[src/rtl/scan_sequencer.sv]
`timescale 1ns/1ps
// Shot scheduler for the ultrasonic transmit path: sequences pulse, delay and
// acquisition gate per shot over all enabled channels, gated by the capture buffer.
module scan_sequencer #(
   parameter int NCH = 4
) (
   input  logic                   clk,
   input  logic                   rst_n,
   input  logic                   start,
   input  logic                   abort,
   input  logic                   cont,
   input  logic [19:0]            cfg_cycle,
   input  logic [11:0]            cfg_pulse,
   input  logic [15:0]            cfg_delay,
   input  logic [15:0]            cfg_gate,
   input  logic [7:0]             cfg_shots,
   input  logic [NCH-1:0]         cfg_mask,
   input  logic                   buf_ready,
   output logic                   busy,
   output logic                   tx_pulse,
   output logic [$clog2(NCH)-1:0] tx_ch,
   output logic                   gate,
   output logic                   shot_start,
   output logic                   frame_done,
   output logic                   overrun
);
   localparam int CW = $clog2(NCH);
   localparam logic [20:0] PCNT_MAX = '1;

   typedef enum logic [2:0] {IDLE, ARM, FIRE, DELAY, GATE, HOLD} state_t;

   state_t         state_reg, state_next;

   // shadow copies of the configuration, frozen for the whole scan
   logic [19:0]    cycle_reg;
   logic [15:0]    pulse_reg;
   logic [15:0]    delay_reg;
   logic [15:0]    gate_len_reg;
   logic [7:0]     shots_reg;
   logic [NCH-1:0] mask_reg;
   logic           cont_reg;
   logic           load_cfg;

   logic [20:0]    pcnt_reg, pcnt_next, pcnt_inc;
   logic [15:0]    seg_reg, seg_next;
   logic [7:0]     shot_cnt_reg, shot_cnt_next;
   logic [CW-1:0]  ch_reg, ch_next;
   logic           overrun_reg, overrun_next;
   logic           frame_done_next;
   logic           shot_end;
   logic           start_ok;

   logic           busy_reg, tx_pulse_reg, gate_reg, shot_start_reg, frame_done_reg;

   logic [NCH-1:0] above_mask;
   logic           has_higher;
   logic [CW-1:0]  higher_ch;
   logic [CW-1:0]  first_cfg_ch;
   logic [CW-1:0]  first_shadow_ch;

   function automatic logic [CW-1:0] lowest_bit(input logic [NCH-1:0] m);
      logic [CW-1:0] idx;
      idx = '0;
      for (int i = NCH - 1; i >= 0; i--) begin
         if (m[i]) idx = CW'(i);
      end
      return idx;
   endfunction

   generate
      for (genvar gi = 0; gi < NCH; gi++) begin : g_above
         assign above_mask[gi] = mask_reg[gi] && (CW'(gi) > ch_reg);
      end
   endgenerate

   assign has_higher      = |above_mask;
   assign higher_ch       = lowest_bit(above_mask);
   assign first_cfg_ch    = lowest_bit(cfg_mask);
   assign first_shadow_ch = lowest_bit(mask_reg);

   assign start_ok = start && !abort && (state_reg == IDLE) && (|cfg_mask);
   assign pcnt_inc = (pcnt_reg == PCNT_MAX) ? pcnt_reg : pcnt_reg + 21'd1;

   always_comb begin
      state_next      = state_reg;
      pcnt_next       = pcnt_reg;
      seg_next        = seg_reg;
      shot_cnt_next   = shot_cnt_reg;
      ch_next         = ch_reg;
      overrun_next    = overrun_reg;
      frame_done_next = 1'b0;
      load_cfg        = 1'b0;
      shot_end        = 1'b0;

      case (state_reg)
         IDLE: begin
            if (start_ok) begin
               state_next    = ARM;
               ch_next       = first_cfg_ch;
               shot_cnt_next = '0;
               overrun_next  = 1'b0;
               load_cfg      = 1'b1;
            end
         end
         ARM: begin
            if (buf_ready) begin
               state_next = FIRE;
               pcnt_next  = 21'd1;
               seg_next   = 16'd1;
            end
         end
         FIRE: begin
            pcnt_next = pcnt_inc;
            if (seg_reg >= pulse_reg) begin
               state_next = (delay_reg == 16'd0) ? GATE : DELAY;
               seg_next   = 16'd1;
            end else begin
               seg_next = seg_reg + 16'd1;
            end
         end
         DELAY: begin
            pcnt_next = pcnt_inc;
            if (seg_reg >= delay_reg) begin
               state_next = GATE;
               seg_next   = 16'd1;
            end else begin
               seg_next = seg_reg + 16'd1;
            end
         end
         GATE: begin
            pcnt_next = pcnt_inc;
            if (seg_reg >= gate_len_reg) begin
               // evaluate the HOLD entry count (pcnt+1) here; a shot that already
               // used up its period skips HOLD entirely and stretches the period
               if (pcnt_reg > {1'b0, cycle_reg}) overrun_next = 1'b1;
               if (pcnt_reg >= {1'b0, cycle_reg}) shot_end = 1'b1;
               else                               state_next = HOLD;
            end else begin
               seg_next = seg_reg + 16'd1;
            end
         end
         HOLD: begin
            pcnt_next = pcnt_inc;
            if (pcnt_reg >= {1'b0, cycle_reg}) shot_end = 1'b1;
         end
         default: state_next = IDLE;
      endcase

      if (shot_end) begin
         if (({1'b0, shot_cnt_reg} + 9'd1) < {1'b0, shots_reg}) begin
            shot_cnt_next = shot_cnt_reg + 8'd1;
            state_next    = ARM;
         end else begin
            shot_cnt_next = '0;
            if (has_higher) begin
               ch_next    = higher_ch;
               state_next = ARM;
            end else begin
               frame_done_next = 1'b1;
               if (cont_reg) begin
                  ch_next    = first_shadow_ch;
                  state_next = ARM;
               end else begin
                  state_next = IDLE;
               end
            end
         end
      end

      // abort overrides everything; channel and overrun flag keep their value
      if (abort) begin
         state_next      = IDLE;
         ch_next         = ch_reg;
         overrun_next    = overrun_reg;
         shot_cnt_next   = shot_cnt_reg;
         frame_done_next = 1'b0;
         load_cfg        = 1'b0;
      end
   end

   always_ff @(posedge clk or negedge rst_n) begin
      if (!rst_n) begin
         state_reg      <= IDLE;
         cycle_reg      <= '0;
         pulse_reg      <= 16'd1;
         delay_reg      <= '0;
         gate_len_reg   <= 16'd1;
         shots_reg      <= 8'd1;
         mask_reg       <= '0;
         cont_reg       <= 1'b0;
         pcnt_reg       <= '0;
         seg_reg        <= '0;
         shot_cnt_reg   <= '0;
         ch_reg         <= '0;
         overrun_reg    <= 1'b0;
         busy_reg       <= 1'b0;
         tx_pulse_reg   <= 1'b0;
         gate_reg       <= 1'b0;
         shot_start_reg <= 1'b0;
         frame_done_reg <= 1'b0;
      end else begin
         state_reg      <= state_next;
         pcnt_reg       <= pcnt_next;
         seg_reg        <= seg_next;
         shot_cnt_reg   <= shot_cnt_next;
         ch_reg         <= ch_next;
         overrun_reg    <= overrun_next;
         busy_reg       <= (state_next != IDLE);
         tx_pulse_reg   <= (state_next == FIRE);
         gate_reg       <= (state_next == GATE);
         shot_start_reg <= (state_next == FIRE) && (state_reg != FIRE);
         frame_done_reg <= frame_done_next;
         if (load_cfg) begin
            cycle_reg    <= cfg_cycle;
            pulse_reg    <= (cfg_pulse == 12'd0) ? 16'd1 : {4'd0, cfg_pulse};
            delay_reg    <= cfg_delay;
            gate_len_reg <= (cfg_gate == 16'd0) ? 16'd1 : cfg_gate;
            shots_reg    <= (cfg_shots == 8'd0) ? 8'd1 : cfg_shots;
            mask_reg     <= cfg_mask;
            cont_reg     <= cont;
         end
      end
   end

   assign busy       = busy_reg;
   assign tx_pulse   = tx_pulse_reg;
   assign tx_ch      = ch_reg;
   assign gate       = gate_reg;
   assign shot_start = shot_start_reg;
   assign frame_done = frame_done_reg;
   assign overrun    = overrun_reg;

endmodule

[config.mk]
export PLATFORM = sky130hd
export DESIGN_NAME = scan_sequencer
export DESIGN_NICKNAME = d
export VERILOG_FILES = /design/src/rtl/scan_sequencer.sv
export SDC_FILE = /design/constraint.sdc
export NUM_CORES = 1
export LEC_CHECK = 0
export ABC_CLOCK_PERIOD_IN_PS = 3930
export BUFFER_PORTS_ARGS = -buffer_cell sky130_fd_sc_hd__buf_2
export CORE_ASPECT_RATIO = 0.9
export CORE_MARGIN = 8
export CORE_UTILIZATION = 35
export CTS_CLUSTER_DIAMETER = 50
export DETAILED_ROUTE_END_ITERATION = 8
export GPL_TIMING_DRIVEN = 0
export PLACE_DENSITY = 0.6
export SYNTH_ARGS = -nofsm -noshare
export SYNTH_HDL_FRONTEND = slang
export SYNTH_SLANG_ARGS = --single-unit
export TNS_END_PERCENT = 20
[constraint.sdc]
create_clock -name clk -period 3.93 [get_ports clk]
set_input_delay 0.786 -clock clk [delete_from_list [all_inputs] [get_ports clk]]
set_output_delay 0.786 -clock clk [all_outputs]
set_load 0.02 [all_outputs]
# Word level (Yosys, flattened, before mapping)
# Cells that the tools add are included.
dict set report word_totals {
  elab_cells 135
  out_inout_bits 8
  inputBits 82
  register_bits 137
}
dict set report classes {
  eq_ne 15
  bitwise_logic 1
  n_reduce_logical 27
  add_sub_neg 4
  muxes 60
  n_lt_le_gt_ge 10
}
# operator count
set ops {}
lappend ops {{16-bit 2-to-1 mux} 5}
lappend ops {{16-bit case mux with 4 select lines} 1}
lappend ops {{16-bit >= comparator} 3}
lappend ops {{21-bit 2-to-1 mux} 2}
lappend ops {{21-bit case mux with 2 select lines} 1}
lappend ops {{8-bit 2-to-1 mux} 5}
lappend ops {{2-bit 2-to-1 mux} 18}
lappend ops {{16-bit logical NOT} 2}
lappend ops {{3-bit 2-to-1 mux} 9}
lappend ops {{21-bit by 1-bit adder with 21-bit output, second input constant} 1}
lappend ops {{21-bit equality test, second input constant} 1}
lappend ops {{21-bit by 20-bit >= comparator with 1-bit output} 1}
lappend ops {{21-bit by 20-bit greater-than comparator with 1-bit output} 1}
lappend ops {{3-bit case mux with 6 select lines} 1}
lappend ops {{16-bit by 1-bit adder with 16-bit output, second input constant} 1}
lappend ops {{1-bit 2-to-1 mux} 15}
lappend ops {{12-bit logical NOT} 1}
lappend ops {{12-bit 2-to-1 mux} 1}
lappend ops {{2-bit inequality test, second input constant} 6}
lappend ops {{4-bit OR reduction} 3}
lappend ops {{8-bit by 1-bit adder with 9-bit output, second input constant} 1}
lappend ops {{3-bit by 2-bit equality test with 1-bit output, second input constant} 3}
lappend ops {{3-bit equality test, second input constant} 3}
lappend ops {{9-bit by 8-bit < comparator with 1-bit output} 1}
lappend ops {{16 further kinds} 31}

# Logic depth before layout (Yosys ltp)
# Gate-level depths: netlist (run 1).
dict set report depth {
  word_depth 10
  depth_mapped 14
}

# Worst setup path after synthesis (run 1)
# No wires, ideal clock.
dict set report synth_timing {
  path_kind {reg2reg}
  start {reg shot_cnt_reg[0]}
  end {reg shot_cnt_reg[2]}
  stages_incl_launch_ff 14
  arrival_time_ns 2.754
  path_slack_ns 1.110
  cell_sequence {dfrtp_1 -> ha_1 -> nand3_1 -> nor2_1 -> xor2_1 -> ha_1 -> a2111oi_0 -> nand2_1 -> o21ai_0 -> a31oi_1 -> a31o_2 -> clkbuf_1 -> nor4b_1 -> a221o_1}
}
dict set report synth_via {
  elab_chain_cells 4
  elab_cells_between_ends 5
}
# element line_no
set synth_rtl {}
lappend synth_rtl {{start: declaration} 46} ;# logic [7:0] shot_cnt_reg, shot_cnt_next;
lappend synth_rtl {{start signal: assignment} 205} ;# shot_cnt_reg <= shot_cnt_next;
lappend synth_rtl {{8-bit by 1-bit adder with 9-bit output} 150} ;# if (({1'b0, shot_cnt_reg} + 9'd1) < {1'b0, shots_reg}) begin
lappend synth_rtl {{9-bit by 8-bit < comparator with 1-bit output} 150}
lappend synth_rtl {{8-bit 2-to-1 mux *} 150}
lappend synth_rtl {{8-bit 2-to-1 mux *} 149} ;# if (shot_end) begin
# Mark *: on every way between the ends. The rest lies on a longest branch, timed or not.
# A chain may end at the register's enable or synchronous reset.

# Worst setup path after layout (run 1)
dict set report layout_timing {
  start {reg seg_reg[0]}
  end {reg busy_reg (netlist: busy)}
}
dict set report layout_via {
  elab_chain_cells 6
  elab_cells_between_ends 12
}
# element line_no
set layout_rtl {}
lappend layout_rtl {{start: declaration} 45} ;# logic [15:0] seg_reg, seg_next;
lappend layout_rtl {{start signal: assignment} 204} ;# seg_reg <= seg_next;
lappend layout_rtl {{16-bit >= comparator, on equally long branches} {132, 114, 123}}
lappend layout_rtl {{3-bit 2-to-1 mux, or another cell as far along} 132} ;# if (seg_reg >= gate_len_reg) begin
lappend layout_rtl {{3-bit case mux with 6 select lines or 1-bit case mux with 2 select lines (tied branches)} 95} ;# case (state_reg)
lappend layout_rtl {{3-bit 2-to-1 mux *} 149}
lappend layout_rtl {{3-bit 2-to-1 mux *} 171} ;# if (abort) begin
lappend layout_rtl {{3-bit nonzero test *} 208} ;# busy_reg <= (state_next != IDLE);
lappend layout_rtl {{end signal: assignment} 208}
lappend layout_rtl {{end: declaration} 53} ;# logic busy_reg, tx_pulse_reg, gate_reg, shot_start_reg, frame_done_reg;
# Marks and branches as above.

==> run metrics, run 1 <==
outcome finished, final reports clean; TritonCTS clock tree done; unrepaired setup endpoints after global routing no; remaining global-route overflow 0; synthesized area per cell 8.894 sq um; count of instances resized after the clock tree is built 0; period utilization 88.53%; fraction of layout instances using a drive strength above 1 13.17%; CP top delay family compound AO/OA/AOI/OAI gates; power share of the clock group ~40%; length of routed wiring on met1 10490 microns; routed length on met2 8626 microns; pin count of the biggest net entering global routing 87; static leakage power 4.502 nW; weighted congestion reported at the end of routability-driven placement ~0.80; antenna diode count 0; layout-stage area growth over the synthesis result 19.16%; final period demand of the worst path about 3500 ps; clock latency of the later-clocked register in the worst-skew pair approximately 420 ps; number of inserted filler cells in the final layout approximately 2100; total number of vias 6452; combinational group share of total power 20.0%; critical path fanouts, max 6; Clock H-tree levels 4; Final Max Tran Viols 0; total setup buffers inserted after CTS 0; cells along the critical path inv_1 > ha_1 > nand2b_1 > a2111oi_0 > a2111oi_0 > nor3_1 > o211ai_1 > and2_0 > clkbuf_1 > o311ai_0; number of ports placed on the die boundary 90; max FFs per register 21; most common cell after layout, fill and taps aside sky130_fd_sc_hd__dfrtp_1; number of sinks on the clock net between 100 and 150; post-route worst hold slack roughly 310 ps; Achievable Freq 287.4 MHz; critical setup path kind register to register; Worst Clk Skew 6.937 ps; count of flip-flops with a built-in enable after synthesis 0; YS warnings 0; final setup fails 0; cell with the largest stage delay on the worst path sky130_fd_sc_hd__o311ai_0; fraction of the yosys area taken by sequential cells between 40% and 50%; stages on the worst setup path 10; residual antenna-violating net count after detailed routing 0; main flop type after synthesis sky130_fd_sc_hd__dfrtp_1; Mapped Nets 1025; fraction of power spent switching nets 28.78%; total CTS buffers 17; endpoint class of the critical path register; Tightest Hold Check Type input pin to asynchronous set/reset pin; Sequential Area 0.003332 sq mm; Net count, final 1133; antenna violations before repair 0; per-cell via count in the routed design 5.049; startpoint types register; Critical Path AT 3720 ps; register bit total from synthesis 133; Internal 3.070 mW; Required @ worst endpoint 4170 ps; maximum number of buffers from clock root to sink 2; Max Cap Viol 0; most frequent cells in the layout sky130_fd_sc_hd__dfrtp_1, sky130_fd_sc_hd__nand2_1, sky130_fd_sc_hd__o21ai_0; final hold viol count 0; die footprint 0.02704 sq mm; hold_buf cts 0; Cell Area, Synth just under 0.008 sq mm; Rows between 50 and 60; vias in the first global route approximately 6300; top metal layer carrying routed signals met4; Avg WL per Cell 16.10 microns; final total negative setup slack 0 ps; Die H 156.8 microns; delay of the slowest cell on the worst path around 630 ps; core area 0.02163 sq mm; total area of multi-input combinational cells between 0.003 and 0.004 sq mm; Detailed Route WL 20570 microns; Max transition margin 39.01%; register share of total power ~40%; library cell appearing most often on the critical path sky130_fd_sc_hd__a2111oi_0; aggregate global-route resource usage 15.83%; depth of the worst register-to-register path 10; global-route wire length before repair 33420 microns; clock transition time at the flip-flop clock pins of the worst setup and hold paths 60 ps; VDD IR-drop max 0.0002175 V; iteration-0 DRC count of the detailed router slightly below 500; Distinct cells, synth 57; Chip Width between 150 and 200 microns; PwrDens 469.1 mW/mm^2; Post-route DRC 0; slew at the pin with the worst max-slew slack 903.0 ps; root cell of the clock tree sky130_fd_sc_hd__clkbuf_16; initial core utilization between 30% and 40%; power dissipated by switching net loads ~1.2 mW; Cells after Synth 867; hpwl dp about 16000 microns; Buffers & Inverters on Critical Path 2; number of optimization iterations in the first detailed-route pass 5; WL met3 1240 microns; IO buf count 88; share of async-settable or async-resettable flops after synthesis 100.0%
## final cells by class
class,count,area share (%)
repair buffers,89,5.161
clock buffers,22,5.052
inverters,83,3.391
well taps,291,3.962
flip-flops and latches,133,36.26
multi-input cells,625,43.04
clock inverters,9,1.906
plain buffers,26,1.225
## power groups by stage
| stage | clock network (mW) | logic (mW) | registers, mW |
|---|---|---|---|
| after floorplan | 0 | 0.574 | 1.71 |
| after global placement | 0 | 0.838 | 1.73 |
| after detailed placement | 0 | 0.863 | 1.73 |
| after CTS | 1.78 | 0.872 | 1.71 |
| after global routing | 1.84 | 1.01 | 1.73 |
| final | 1.74 | 0.860 | 1.71 |
## Yosys cell counts, types with 12 or more instances
library cell / count / area, sq um
sky130_fd_sc_hd__nor2_1: 51 / 191.4
sky130_fd_sc_hd__nand2b_1: 15 / 93.84
sky130_fd_sc_hd__and3_1: 18 / 112.6
sky130_fd_sc_hd__inv_1: 82 / 307.8
sky130_fd_sc_hd__a21o_1: 17 / 127.6
sky130_fd_sc_hd__o21ai_0: 118 / 590.6
sky130_fd_sc_hd__nor3_1: 15 / 75.07
sky130_fd_sc_hd__xor2_1: 15 / 131.4
sky130_fd_sc_hd__nand2_1: 119 / 446.7
sky130_fd_sc_hd__nor4_1: 12 / 75.07
sky130_fd_sc_hd__ha_1: 76 / 950.9
sky130_fd_sc_hd__clkbuf_1: 24 / 90.09
sky130_fd_sc_hd__a21oi_1: 35 / 175.2
sky130_fd_sc_hd__dfrtp_1: 130 / 3253
sky130_fd_sc_hd__nand3_1: 22 / 110.1
## final timing paths
kind,start,to,slack (ps)
worst min-delay path,rst_n,gate_len_reg[4],310
worst max-delay path,seg_reg[0],busy,450
max in group asynchronous,rst_n,gate_len_reg[0],2800
min in group clk,gate_len_reg[0],gate_len_reg[0],490
worst min register to register,gate_len_reg[0],gate_len_reg[0],490
worst max register to register,seg_reg[0],busy,450
## worst reg2reg max path: cells and delay by family, from the launching register on
family | cells | cell delay, ps
AO/OA/AOI/OAI | 4 | 1400
adder cells (fa/ha/maj) | 1 | 260
buffers and inverters | 2 | 360
flip-flops | 1 | 420
AND/OR/NAND/NOR | 3 | 850
## metal layers
layer / GRT usage (%) / up-vias
met5: 0 / -
li1: - / 3276
met4: 4.553 / 0
met3: 3.576 / 13
met2: 23.31 / 143
met1: 22.65 / 3020
## cells by family after synthesis
kind of cell,Yosys count,synth area share [%]
DFF,133,43.21
xor gates and xnor gates,21,2.385
adders and majority gates,76,12.33
AOI/OAI and AO/OA,231,17.87
buffers and inverters,109,5.501
muxes,2,0.2596
and+or+nand+nor,295,18.45
## through the flow
step | total power, mW | setup WS (ps) | utilization, % | instance area (sq um) | std cells
after floorplan | 2.281 | 1110 | - | 7711 | 867
after global placement | 2.566 | 98.19 | 39.37 | 8516 | 1246
after detailed placement | 2.592 | 299.8 | 39.52 | 8549 | 1247
after CTS | 4.355 | 471.6 | 42.48 | 9189 | 1278
after global routing | 4.575 | 182.0 | 42.48 | 9189 | 1278
final | 4.310 | 450.7 | 42.48 | 9189 | 1278
(Power assumes the default switching activity.)
==> inputs of run 2 (changes only) <==
--- a/config.mk
+++ b/config.mk
@@ -5,7 +5,7 @@
 export SDC_FILE = /design/constraint.sdc
 export NUM_CORES = 1
 export LEC_CHECK = 0
-export ABC_CLOCK_PERIOD_IN_PS = 3930
+export ABC_CLOCK_PERIOD_IN_PS = 3600
 export BUFFER_PORTS_ARGS = -buffer_cell sky130_fd_sc_hd__buf_2
 export CORE_ASPECT_RATIO = 0.9
 export CORE_MARGIN = 8
==> constraint.sdc (replaced) <==
create_clock -name clk -period 3.6 [get_ports clk]
set_input_delay 0.72 -clock clk [delete_from_list [all_inputs] [get_ports clk]]
set_output_delay 0.72 -clock clk [all_outputs]
set_load 0.02 [all_outputs]
==> run 2 against run 1 <==
  * Worst setup slack lost 180 ps
  * Register-to-register slack lost 180 ps
  * Via count shrank 0.11%
==> run metrics, run 2 (same netlist as run 1, synthesis figures left out) <==
Worst Clk Skew 9.713 ps; critical setup path kind register to register; grt met3 use 3.576%; final hold viol count 0; hpwl dp approximately 16000 microns; antenna diode count 0; clock latency of the later-clocked register in the worst-skew pair 420 ps; Avg WL per Cell 16.09 microns; global-route wire length before repair ~33000 microns; Max transition margin 36.52%; die footprint 0.02704 sq mm; antenna violations before repair 0; slew at the pin with the worst max-slew slack 940.0 ps; number of optimization iterations in the first detailed-route pass 5; remaining global-route overflow 0; Final Max Tran Viols 0; final period demand of the worst path roughly 3300 ps; weighted congestion reported at the end of routability-driven placement between 0.8 and 0.9; root cell of the clock tree sky130_fd_sc_hd__clkbuf_16; Post-route DRC 0; total power of the final layout 4.707 mW; Max Cap Viol 0; TritonCTS clock tree done; Critical Path AT 3630 ps; aggregate global-route resource usage 15.83%; fraction of layout instances using a drive strength above 1 13.27%; Detailed Route WL between 20000 and 25000 microns; vias in the first global route about 6300; met2 Use GR 23.31%; outcome finished, final reports clean; Chip Width 172.5 microns; placed instance area 0.008549 sq mm; most frequent cells in the layout sky130_fd_sc_hd__dfrtp_1, sky130_fd_sc_hd__nand2_1, sky130_fd_sc_hd__o21ai_0; register-to-register setup slack 270 ps; period utilization 92.47%; Most Crowded Layer GR met2; PwrDens between 500 and 600 mW/mm^2; total area of multi-input combinational cells 0.003961 sq mm; post-route cell area 0.009195 sq mm; Sequential Area 0.003332 sq mm; number of ports placed on the die boundary 90; layout-stage area growth over the synthesis result 19.24%; core area 0.02163 sq mm; total setup buffers inserted after CTS 0; post-route worst hold slack 243.5 ps; total number of vias 6445; unrepaired setup endpoints after global routing no; number of inserted filler cells in the final layout 2134; startpoint types register; Clock H-tree levels 4; Net count, final 1133; VDD IR-drop max 0.0002386 V; worst setup margin 271.0 ps; iteration-0 DRC count of the detailed router 532; clock transition time at the flip-flop clock pins of the worst setup and hold paths ~60 ps; Required @ worst endpoint 3900 ps; Die H 156.8 microns; total CTS buffers 17; residual antenna-violating net count after detailed routing 0; max FFs per register 21; endpoint class of the critical path register; maximum number of buffers from clock root to sink 2; IO buf count 88; M1 GR Usage a little under a quarter; number of sinks on the clock net between 100 and 150; pin count of the biggest net entering global routing 87; most common cell after layout, fill and taps aside sky130_fd_sc_hd__dfrtp_1; Achievable Freq about 300 MHz; Post-Place Setup Slack 35.75 ps; final core utilization 42.51%; Rows 51; initial core utilization around 36%; static leakage power 4.503 nW; per-cell via count in the routed design between 5 and 6; Tightest Hold Check Type input pin to asynchronous set/reset pin; final setup fails 0; critical path fanouts, max 9
run 2: area by class of cell:
type	count	area share [%]
tap	291	3.960
timing repair buffer	89	5.157
clock buffer	22	5.048
buffer	26	1.225
clock inverter	9	1.905
multi-input combinational	625	43.08
sequential	133	36.24
inverter	83	3.388
run 2: per-stage QoR:
| stage | std cells | setup TNS (ps) |
|---|---|---|
| final | 1278 | 0 |
| after global routing | 1278 | 0 |
| after CTS | 1278 | 0 |
| after detailed placement | 1247 | 0 |
| after global placement | 1246 | -19630 |
| after floorplan | 867 | 0 |
run 2: worst paths after layout:
kind,endpoint,cells after the start,startpoint
worst min-delay path,gate_len_reg[4],1,rst_n
min in group clk,gate_len_reg[0],2,gate_len_reg[0]
worst max-delay path,shot_cnt_reg[2],10,seg_reg[0]
worst max register to register,shot_cnt_reg[2],10,seg_reg[0]
max in group asynchronous,gate_len_reg[0],2,rst_n
worst min register to register,gate_len_reg[0],2,gate_len_reg[0]
run 2: routing by layer:
metal  share of wire [%]  vias up
met4                 1.1        0
met5                   0        -
met3                 5.5       15
met1                  51     3020
li1                    -     3268
met2                  42      142
run 2: timing repair:
action / CTS / global route
gates resized for setup: 0 / 2
hold buffers: 0 / 0
hold endpoints to repair: 0 / 0
setup endpoints to repair: 0 / 3
run 2: report_power, final:
| part | internal (mW) | switching, mW |
|---|---|---|
| clock | 1.26 | 0.644 |
| sequential | 1.74 | 0.128 |
| combinational | 0.356 | 0.584 |
run 2: critical path, cell delays in order, from the launching register on:
cell and delay (ps):
sky130_fd_sc_hd__dfrtp_1 420, sky130_fd_sc_hd__inv_1 160, sky130_fd_sc_hd__ha_1 300, sky130_fd_sc_hd__nand2b_1 90, sky130_fd_sc_hd__a2111oi_0 80, sky130_fd_sc_hd__a2111oi_0 570
sky130_fd_sc_hd__nor3_2 170, sky130_fd_sc_hd__o211ai_1 400, sky130_fd_sc_hd__nand2_1 320, sky130_fd_sc_hd__a21o_1 340, sky130_fd_sc_hd__a221o_1 370
==> inputs of run 3 (changes only) <==
--- a/config.mk
+++ b/config.mk
@@ -5,10 +5,11 @@
 export SDC_FILE = /design/constraint.sdc
 export NUM_CORES = 1
 export LEC_CHECK = 0
+export ABC_AREA = 1
 export ABC_CLOCK_PERIOD_IN_PS = 3600
 export BUFFER_PORTS_ARGS = -buffer_cell sky130_fd_sc_hd__buf_2
 export CORE_ASPECT_RATIO = 0.9
-export CORE_MARGIN = 8
+export CORE_MARGIN = 2
 export CORE_UTILIZATION = 35
 export CTS_CLUSTER_DIAMETER = 50
 export DETAILED_ROUTE_END_ITERATION = 8
==> run 3 against run 2 <==
  * Maximum frequency increased by 23%
  * Non-clock buffer count is 2 lower
  * Total power grew 3.4%
  * Largest cell class unchanged
==> run metrics, run 3 <==
clock transition time at the flip-flop clock pins of the worst setup and hold paths 60 ps; depth of the worst register-to-register path 8; unrepaired setup endpoints after global routing no; number of sinks on the clock net approximately 130; biggest area contributors in the synthesized netlist sky130_fd_sc_hd__dfrtp_1, sky130_fd_sc_hd__nand2_1, sky130_fd_sc_hd__ha_1, sky130_fd_sc_hd__inv_1, sky130_fd_sc_hd__o21ai_0; number of optimization iterations in the first detailed-route pass 5; Worst Clk Skew 7.646 ps; WL met3 between 1000 and 1500 microns; slew at the pin with the worst max-slew slack 891.6 ps; startpoint types register; max FFs per register 21; most area-hungry cell type in the Yosys netlist sky130_fd_sc_hd__dfrtp_1; delay of the slowest cell on the worst path around 540 ps; static leakage power ~5 nW; reg2reg end shots_reg[7]; outcome finished, final reports clean; Final Max Tran Viols 0; launch point of the critical path state_reg[2]; Required @ worst endpoint 3880 ps; number of inserted filler cells in the final layout 2400; FF-to-FF Start state_reg[2]; top metal layer carrying routed signals met4; Detailed Route WL 22070 microns; Net count, final 1366; length of routed wiring on met1 11390 microns; residual antenna-violating net count after detailed routing 0; Worst Setup EP shots_reg[7]; critical setup path kind register to register; Rows 53; VDD IR-drop max 0.0002793 V; Achievable Freq 368.8 MHz; Critical Path AT 2990 ps; period utilization 75.32%; remaining global-route overflow 0; Post-route DRC 0; global-route wire length before repair 35940 microns; Distinct cells, synth 44; Chip Width 166.6 microns; total number of vias 7370; clock latency of the later-clocked register in the worst-skew pair 420 ps; share of async-settable or async-resettable flops after synthesis 100.0%; total area of multi-input combinational cells slightly above 0.004 sq mm; vias in the first global route 6951; Tightest Hold Check Type input pin to asynchronous set/reset pin; Clock H-tree levels 4; cells along the critical path inv_1 > nand3_1 > nor3_1 > nand2_2 > inv_2 > buf_2 > clkbuf_1 > o21ai_0; total setup buffers inserted after CTS 0; layout-stage area growth over the synthesis result 18.02%; total power of the final layout 4.866 mW; TritonCTS clock tree done; fraction of the yosys area taken by sequential cells approximately two fifths; routed length on met2 9286 microns; Sequential Area roughly 0.0033 sq mm; most common cell in the synthesized netlist sky130_fd_sc_hd__nand2_1; final core utilization 42.13%; PwrDens approximately 490 mW/mm^2; synthesized area per cell 7.581 sq um; main flop type after synthesis sky130_fd_sc_hd__dfrtp_1; antenna violations before repair 0; register-to-register setup slack 890 ps; final period demand of the worst path approximately 2700 ps; count of instances resized after the clock tree is built 0; Die H between 150 and 200 microns; core area 0.02334 sq mm; hold_buf cts 0; endpoint class of the critical path register; total CTS buffers 17; iteration-0 DRC count of the detailed router about 580; antenna diode count 0; hpwl dp around 17000 microns; pin count of the biggest net entering global routing 81; Cell Area, Synth 0.008332 sq mm; final hold viol count 0; count of flip-flops with a built-in enable after synthesis 0; IO buf count 89; Max transition margin 40.01%; aggregate global-route resource usage 18.28%; most common cell after layout, fill and taps aside sky130_fd_sc_hd__nand2_1; per-cell via count in the routed design 4.839; top cell type's share of synthesized area 39.04%; YS warnings 0; root cell of the clock tree sky130_fd_sc_hd__clkbuf_16; critical path fanouts, max 10; Mapped Nets 1257; Avg WL per Cell between 10 and 15 microns; weighted congestion reported at the end of routability-driven placement between 0.8 and 0.9; leading post-synthesis cells by instance count sky130_fd_sc_hd__nand2_1, sky130_fd_sc_hd__inv_1, sky130_fd_sc_hd__dfrtp_1; Cells after Synth 1099; number of ports placed on the die boundary 90; register bit total from synthesis roughly 130; initial core utilization a little over a third; maximum number of buffers from clock root to sink 2; cell with the largest stage delay on the worst path sky130_fd_sc_hd__clkbuf_1; post-route worst hold slack 352.7 ps; fraction of layout instances using a drive strength above 1 13.51%; die footprint 0.02506 sq mm; final setup fails 0; most frequent cells in the layout sky130_fd_sc_hd__nand2_1, sky130_fd_sc_hd__inv_1, sky130_fd_sc_hd__dfrtp_1; Max Cap Viol 0
[run 3: changes by cell type in the layout (fill, tap and decap cells not counted), sizes merged, moves of 9 or more]
cell | previous run | this run
and3 | 19 | 0
nand2b | 15 | 0
nand2 | 119 | 272
buf | 91 | 102
nor3 | 15 | 25
nor2 | 51 | 71
clkbuf | 46 | 32
a21o | 17 | 2
nand4 | 11 | 23
nand3 | 22 | 66
inv | 83 | 198
a21oi | 35 | 44
[run 3: report_power, final]
part           internal (mW)  switching (mW)
Combinational          0.382           0.723
Sequential              1.73           0.130
Clock                   1.22           0.682
Total                   3.33            1.54
[run 3: layout make-up]
type,instances,area share (%)
Inverter,198,7.558
Multi-Input combinational cell,745,42.10
Tap cell,302,3.843
Sequential cell,133,33.88
Timing Repair Buffer,90,4.873
Clock buffer,21,4.784
Buffer,23,1.183
Clock inverter,11,1.769
[run 3: metal layers]
metal | up-vias | global-route usage, %
met5 | - | 0
met4 | 0 | 4.095
met3 | 16 | 3.970
met2 | 167 | 27.85
met1 | 3409 | 26.62
li1 | 3778 | -
[run 3: how the worst min path moves through the flow]
| stage | from | end | slack (ps) |
|---|---|---|---|
| floorplan | rst_n | busy | 420 |
| global placement | shots_reg[0] | shots_reg[0] | 460 |
| detailed placement | shots_reg[0] | shots_reg[0] | 460 |
| CTS | rst_n | gate_len_reg[12] | 380 |
| global route | rst_n | gate_len_reg[10] | 410 |
| finish | rst_n | gate_len_reg[12] | 350 |
[run 3: logic make-up after synthesis]
kind of cell,synth area share (%)
simple gates,24.75
compound gates,11.43
flops,39.99
buf+inv,10.32
fa+ha+maj,11.41
xor+xnor,2.102
[run 3: critical path: cells and delay by family, from the launching register on]
kind	cells	cell delay, ps
buffers and inverters	4	1230
AOI/OAI and AO/OA	1	170
and+or+nand+nor	3	700
DFF	1	460
[run 3: per-stage QoR]
step	setup WS (ps)	instances	TNS [ps]	cell area, sq um
global placement	-165.3	1490	-20180	9155
finish	888.4	1523	0	9833
detailed placement	526.4	1491	0	9189
CTS	943.0	1523	0	9833
global route	664.9	1523	0	9833
floorplan	1394	1099	0	8332
